$ cat src/rtl/ads42_spi_slave.sv
// ads42_spi_slave: SPI responder for the ADS42 configuration interface.
// Oversamples cs_n / spi_clk / mosi in sys_clk, decodes 16-bit frames
// (R/W, 7-bit address, 8-bit data, MSB first) against a local register map
// and drives read data on MISO.
// Optional: define ADS42_SPI_SLV_ERR_CNT_EN to build the saturating frame
// error counter on o_err_cnt; otherwise o_err_cnt is tied to zero.
module ads42_spi_slave #(
  parameter int REG_NUM     = 16,
  parameter int SYNC_STAGES = 2
) (
  input  logic       sys_clk,
  input  logic       rst,
  input  logic       i_cs_n,
  input  logic       i_spi_clk,
  input  logic       i_mosi,
  output logic       o_miso,
  output logic       o_miso_oe,
  input  logic [6:0] i_rd_addr,
  output logic [7:0] o_rd_data,
  output logic       o_wr_en,
  output logic [6:0] o_wr_addr,
  output logic [7:0] o_wr_data,
  output logic       o_rd_done,
  output logic       o_frame_err,
  output logic [7:0] o_err_cnt
);

  localparam int         AW        = (REG_NUM > 1) ? $clog2(REG_NUM) : 1;
  localparam logic [7:0] REG_NUM_W = 8'(REG_NUM);
  // Synchronizer bit order is {cs_n, spi_clk, mosi}; cs_n idles high.
  localparam logic [2:0] SYNC_RST  = 3'b100;

  typedef enum logic [1:0] {IDLE, CMD, DATA, DONE} state_t;

  logic [2:0]           sync_reg [SYNC_STAGES];
  logic [2:0]           sync_out;
  logic [1:0]           edge_reg;
  logic [SYNC_STAGES:0] prime_reg;
  logic                 primed;
  logic                 cs_fall, cs_rise, spi_rise, spi_fall, mosi_s;

  state_t               state;
  logic [7:0]           shift_reg;
  logic [7:0]           sr_shift;
  logic [4:0]           bit_cnt;
  logic [4:0]           cnt_inc;
  logic                 rw_reg;
  logic [6:0]           addr_reg;
  logic [7:0]           tx_sr;
  logic [7:0]           cmd_rd_data;
  logic                 addr_ok;
  logic [7:0]           regfile [REG_NUM];

  // Synchronizer chains, one stage per generate iteration
  generate
    for (genvar gi = 0; gi < SYNC_STAGES; gi++) begin : g_sync
      if (gi == 0) begin : g_first
        // First stage samples the raw pins
        always_ff @(posedge sys_clk or posedge rst) begin
          if (rst) sync_reg[gi] <= SYNC_RST;
          else     sync_reg[gi] <= {i_cs_n, i_spi_clk, i_mosi};
        end
      end else begin : g_next
        // Later stages follow the previous one
        always_ff @(posedge sys_clk or posedge rst) begin
          if (rst) sync_reg[gi] <= SYNC_RST;
          else     sync_reg[gi] <= sync_reg[gi-1];
        end
      end
    end
  endgenerate

  assign sync_out = sync_reg[SYNC_STAGES-1];

  // Edge-detect flops, plus a priming chain so that no edge is reported
  // until the synchronizers hold post-reset samples (a cs_n still low at
  // reset release must not look like a new frame start)
  always_ff @(posedge sys_clk or posedge rst) begin
    if (rst) begin
      edge_reg  <= SYNC_RST[2:1];
      prime_reg <= '0;
    end else begin
      edge_reg  <= sync_out[2:1];
      prime_reg <= {prime_reg[SYNC_STAGES-1:0], 1'b1};
    end
  end

  assign primed   = prime_reg[SYNC_STAGES];
  assign cs_fall  = primed &  edge_reg[1] & ~sync_out[2];
  assign cs_rise  = primed & ~edge_reg[1] &  sync_out[2];
  assign spi_rise = primed & ~edge_reg[0] &  sync_out[1];
  assign spi_fall = primed &  edge_reg[0] & ~sync_out[1];
  assign mosi_s   = sync_out[0];

  // Next shift/count values and the register lookup for a read command
  always_comb begin
    sr_shift    = {shift_reg[6:0], mosi_s};
    cnt_inc     = (bit_cnt == 5'd17) ? 5'd17 : bit_cnt + 5'd1;
    cmd_rd_data = 8'h00;
    if ({1'b0, sr_shift[6:0]} < REG_NUM_W)
      cmd_rd_data = regfile[sr_shift[AW-1:0]];
    addr_ok     = ({1'b0, addr_reg} < REG_NUM_W);
  end

  // Frame decoder, MISO driver and register map
  always_ff @(posedge sys_clk or posedge rst) begin
    if (rst) begin
      state       <= IDLE;
      shift_reg   <= '0;
      bit_cnt     <= '0;
      rw_reg      <= 1'b0;
      addr_reg    <= '0;
      tx_sr       <= '0;
      o_miso      <= 1'b0;
      o_miso_oe   <= 1'b0;
      o_wr_en     <= 1'b0;
      o_wr_addr   <= '0;
      o_wr_data   <= '0;
      o_rd_done   <= 1'b0;
      o_frame_err <= 1'b0;
      for (int i = 0; i < REG_NUM; i++) regfile[i] <= 8'h00;
    end else begin
      o_wr_en     <= 1'b0;
      o_rd_done   <= 1'b0;
      o_frame_err <= 1'b0;
      if (cs_rise) begin
        // A rise coinciding with cs_rise still counts before the close
        if (spi_rise && (state == CMD || state == DATA)) begin
          shift_reg <= sr_shift;
          bit_cnt   <= cnt_inc;
        end
        o_miso    <= 1'b0;
        o_miso_oe <= 1'b0;
        state     <= DONE;
      end else if (cs_fall && state != IDLE) begin
        // Restart without committing anything
        shift_reg <= '0;
        bit_cnt   <= '0;
        tx_sr     <= '0;
        o_miso    <= 1'b0;
        o_miso_oe <= 1'b0;
        state     <= CMD;
      end else begin
        case (state)
          IDLE: begin
            if (cs_fall) begin
              shift_reg <= '0;
              bit_cnt   <= '0;
              state     <= CMD;
            end
          end
          CMD: begin
            if (spi_rise) begin
              shift_reg <= sr_shift;
              bit_cnt   <= cnt_inc;
              if (bit_cnt == 5'd7) begin
                rw_reg    <= sr_shift[7];
                addr_reg  <= sr_shift[6:0];
                tx_sr     <= cmd_rd_data;
                o_miso_oe <= sr_shift[7];
                state     <= DATA;
              end
            end
          end
          DATA: begin
            if (spi_rise) begin
              shift_reg <= sr_shift;
              bit_cnt   <= cnt_inc;
            end
            if (spi_fall && rw_reg) begin
              o_miso <= tx_sr[7];
              tx_sr  <= {tx_sr[6:0], 1'b0};
            end
          end
          DONE: begin
            if (bit_cnt == 5'd16) begin
              if (!rw_reg) begin
                if (addr_ok) begin
                  o_wr_en   <= 1'b1;
                  o_wr_addr <= addr_reg;
                  o_wr_data <= shift_reg;
                  // Bit0 of register 0 is a soft reset and is never stored
                  if (addr_reg == 7'd0 && shift_reg[0])
                    for (int i = 0; i < REG_NUM; i++) regfile[i] <= 8'h00;
                  else
                    regfile[addr_reg[AW-1:0]] <= shift_reg;
                end
              end else begin
                o_rd_done <= 1'b1;
              end
            end else begin
              o_frame_err <= 1'b1;
            end
            // Cleared so a stray cs_rise in IDLE can never re-commit
            bit_cnt <= '0;
            state   <= IDLE;
          end
          default: state <= IDLE;
        endcase
      end
    end
  end

  // Fabric-side observe port, one cycle of latency
  always_ff @(posedge sys_clk or posedge rst) begin
    if (rst)
      o_rd_data <= 8'h00;
    else if ({1'b0, i_rd_addr} < REG_NUM_W)
      o_rd_data <= regfile[i_rd_addr[AW-1:0]];
    else
      o_rd_data <= 8'h00;
  end

`ifdef ADS42_SPI_SLV_ERR_CNT_EN
  // Saturating count of bad frames, cleared only by rst
  always_ff @(posedge sys_clk or posedge rst) begin
    if (rst)
      o_err_cnt <= 8'h00;
    else if (o_frame_err && o_err_cnt != 8'hFF)
      o_err_cnt <= o_err_cnt + 8'h01;
  end
`else
  assign o_err_cnt = 8'h00;
`endif

endmodule

$ cat config.mk
export PLATFORM = sky130hd
export DESIGN_NAME = ads42_spi_slave
export DESIGN_NICKNAME = d
export VERILOG_FILES = /design/src/rtl/ads42_spi_slave.sv
export SDC_FILE = /design/constraint.sdc
export NUM_CORES = 1
export LEC_CHECK = 0
export BUFFER_PORTS_ARGS = -buffer_cell sky130_fd_sc_hd__buf_2
export CORE_MARGIN = 2
export CORE_UTILIZATION = 55
export CTS_CLUSTER_SIZE = 24
export DETAILED_ROUTE_END_ITERATION = 10
export GPL_TIMING_DRIVEN = 0
export PLACE_DENSITY = 0.81
export SLEW_MARGIN = 25
export SYNTH_ARGS = -nofsm -noshare
export SYNTH_HDL_FRONTEND = slang
export SYNTH_SLANG_ARGS = --single-unit
export TNS_END_PERCENT = 30
$ cat constraint.sdc
create_clock -name sys_clk -period 11.5 [get_ports sys_clk]
set_input_delay 2.3 -clock sys_clk [delete_from_list [all_inputs] [get_ports sys_clk]]
set_output_delay 2.3 -clock sys_clk [all_outputs]
set_load 0.05 [all_outputs]
==> impl_metrics.json <==
{
  "drive_gt1_share_pct": 24.0,
  "dp_cells": 1076,
  "yosys_warnings": 0,
  "drc": 0,
  "cp-start-kind": "primary input",
  "synthCells": 802,
  "fin_util_pct": 62.7,
  "port_buffers": 36,
  "cts.sinks": 198,
  "numCtsBuffers": 17,
  "cts_tree": "yes",
  "finalPower_mw": 1.75,
  "met3_length_um": 2840,
  "synth_edf_count": 0,
  "hpwl_um": 19200,
  "leakagePower_nw": 4.74,
  "gr-total-overflow": 0,
  "grt_max_degree": 90,
  "fin_cells": 1108,
  "fillers": 1327,
  "finalHoldViolations": 0,
  "ant_nets": 0,
  "rows": 49,
  "crit_path_max_fanout": 10,
  "fin_crit_sh_pct": 34.5,
  "grt_pass1_wl_um": 42000,
  "wirelength_um": 26700,
  "min_period_ns": 3.97,
  "ys_types": 59,
  "postCtsSetupBuffers": 0,
  "timing.rr.end": "regfile[60]$_DFFE_PP0P_",
  "viasPerCell": 6.72,
  "grt_pass1_vias": 7272,
  "synth-compound-area-share_pct": 15.5,
  "synthMuxAreaShare_pct": 18.7,
  "antenna_found_initial": 0,
  "clk_pin_slew_ns": 0.06,
  "synthArstFlopShare_pct": 100,
  "largest_register_ffs": 128,
  "core_area_um2": 18000,
  "grt_usage_pct": 28.3,
  "yosysTopAreaCell": "dfrtp_1",
  "cp-end-kind": "register",
  "status": "completed",
  "maxUsedRoutingLayer": "met4",
  "crit_end": "o_rd_data[5]$_DFF_PP0_",
  "synth_flop_cell": "dfrtp_1",
  "clkLatencyLatePin_ns": 0.44,
  "htree_levels": 4,
  "critPathSlowestCell": "mux4_2",
  "tightest_slew_ns": 0.865,
  "wl_met2_um": 12800,
  "path_common_cell": "mux4_2",
  "path_class": "in -> reg",
  "critPathRequiredTime_ns": 11.78,
  "nets": 887,
  "tns_ns": 0,
  "r2r_start": "state[0]$_DFFE_PP0P_",
  "cts_root_buf": "clkbuf_16",
  "synthAdderAreaFrac_pct": 1.12,
  "maxCapViolations": 0,
  "maxSlewHeadroom_pct": 42.4,
  "vdd_ir_drop_max_uv": 132,
  "report.final.slew_viol_count": 0,
  "synth-xor-area-share_pct": 0.0869,
  "cts_hold_buf": 0,
  "cp-startpoint": "i_rd_addr[0]",
  "fin_skew_ns": 0.0107,
  "syn_avg_cell_area_um2": 12.6,
  "gp_congestion": 0.932,
  "r2r_cells": 9,
  "ys_seq_area_share_pct": 49.2,
  "rsz0062_at_grt": "false",
  "synth_common_cells": "195 x dfrtp_1, 121 x o2bb2ai_1, 114 x nand2_1",
  "max_freq_mhz": 252,
  "yosysMostFrequentCell": "dfrtp_1",
  "timing.hold.ws_ns": 0.348,
  "die_x_um": 139,
  "floorplan.initialDensity_pct": 56.1,
  "crit_path_cell_trace": "clkbuf_1, buf_2, mux4_2, mux4_2, nor2b_1",
  "die-area_um2": 19400,
  "regToRegSetupSlack_ns": 8.83,
  "ios": 48,
  "syn_to_final_growth_pct": 11.8,
  "firstDrtPassIters": 6,
  "syn_area_um2": 10100,
  "cts_buffer_depth": 2,
  "largest_register": "regfile",
  "m1WireLength_um": 10300,
  "dr_total_vias": 7451,
  "synth.area.top_cells": "dfrtp_1 48%, mux4_2 16%, o2bb2ai_1 11%, nand2_1 4.2%, mux2i_1 1.6%",
  "synthSimpleGateAreaFrac_pct": 11.3,
  "wire_per_inst_um": 24.1,
  "drt_iter0_markers": 1002,
  "synth_top_family_by_area": "multiplexers",
  "critPathArrivalTime_ns": 4.25,
  "cts_resized": 0,
  "ys_ff_latch": 198,
  "cpPeakStageDelay_ns": 0.59,
  "setup_viol": 0,
  "powerDensity_nw_per_um2": 156,
  "antenna-diode-count": 0,
  "die_y_um": 139,
  "synth_top_area_share_pct": 48.4,
  "hp-class": "reg -> reg"
}
==> where the power goes <==
part           internal, mW  total [mW]  leakage (nW)  switching [mW]
registers             0.725       0.756          2.73          0.0314
clock network         0.364       0.641         0.306           0.276
logic                 0.113       0.356          1.71           0.243
==> cell usage in the layout, fill, tap and decap left out, types with 3 or more instances in the layout <==
cell type	netlist	final
o21ai_0	19	19
inv_6	0	4
buf_2	15	51
ha_1	9	9
buf_6	6	6
and2_1	7	7
o2bb2ai_1	121	121
a21oi_1	10	10
clkbuf_1	26	26
mux4_2	72	72
nand2_2	4	4
a221o_1	7	7
clkbuf_16	0	17
nand3_1	11	11
nand2_1	114	114
nor2b_1	23	23
o31ai_1	4	4
or3_1	6	6
a211oi_1	14	14
o21ai_1	4	4
nand3b_1	6	6
inv_1	16	15
conb_1	2	9
mux2i_1	16	16
buf_4	9	9
nand3_2	4	4
bufinv_16	0	3
mux2_2	9	9
dfrtp_1	195	195
nor2_1	19	19
dfstp_2	3	3
nor3_1	5	5
clkbuf_8	0	3
buf_1	7	7
==> routing by layer <==
metal	GRT usage (%)	vias up
met4	10.0	0
met3	6.92	81
met1	39.0	3698
met5	0	-
li1	-	3172
met2	44.6	500
==> how the worst min path moves through the flow <==
stage                           startpoint                endpoint  slack [ns]  cells after the start
global route         sync_reg[3]$_DFF_PP0_   sync_out[0]$_DFF_PP0_        0.36                      0
finish              prime_reg[1]$_DFF_PP0_  prime_reg[2]$_DFF_PP0_        0.35                      0
detailed placement  prime_reg[1]$_DFF_PP0_  prime_reg[2]$_DFF_PP0_        0.33                      0
global placement    prime_reg[0]$_DFF_PP0_  prime_reg[1]$_DFF_PP0_        0.33                      0
CTS                 prime_reg[1]$_DFF_PP0_  prime_reg[2]$_DFF_PP0_        0.35                      0
floorplan           prime_reg[0]$_DFF_PP0_  prime_reg[1]$_DFF_PP0_        0.33                      0
==> worst max-delay path, delay by kind of cell <==
| kind | cells | cell delay (ns) |
|---|---|---|
| muxes | 2 | 1.08 |
| and+or+nand+nor | 1 | 0.19 |
| buffers and inverters | 2 | 0.68 |
==> cell type report <==
type | count | area, um^2 | share of cell area, %
inverters | 18 | 75.1 | 0.666
plain buffers | 63 | 334 | 2.96
repair buffers | 38 | 235 | 2.09
clock buffers | 20 | 467 | 4.14
flip-flops and latches | 198 | 4960 | 44.0
multi-input cells | 530 | 4750 | 42.1
well taps | 229 | 287 | 2.54
clock inverters | 12 | 165 | 1.47
==> through the flow <==
step | area [um^2] | setup WS (ns)
after CTS | 11300 | 7.55
after global placement | 10600 | 1.80
after detailed placement | 10600 | 7.10
after global routing | 11300 | 7.49
after floorplan | 10100 | 3.81
final | 11300 | 7.53
==> cells by family after synthesis <==
logic type,Yosys count
AO/OA/AOI/OAI,192
XOR/XNOR,1
adder cells (fa/ha/maj),9
buffers and inverters,81
flip-flops,198
multiplexers,97
other,2
AND/OR/NAND/NOR,222
(Power assumes the default switching activity.)
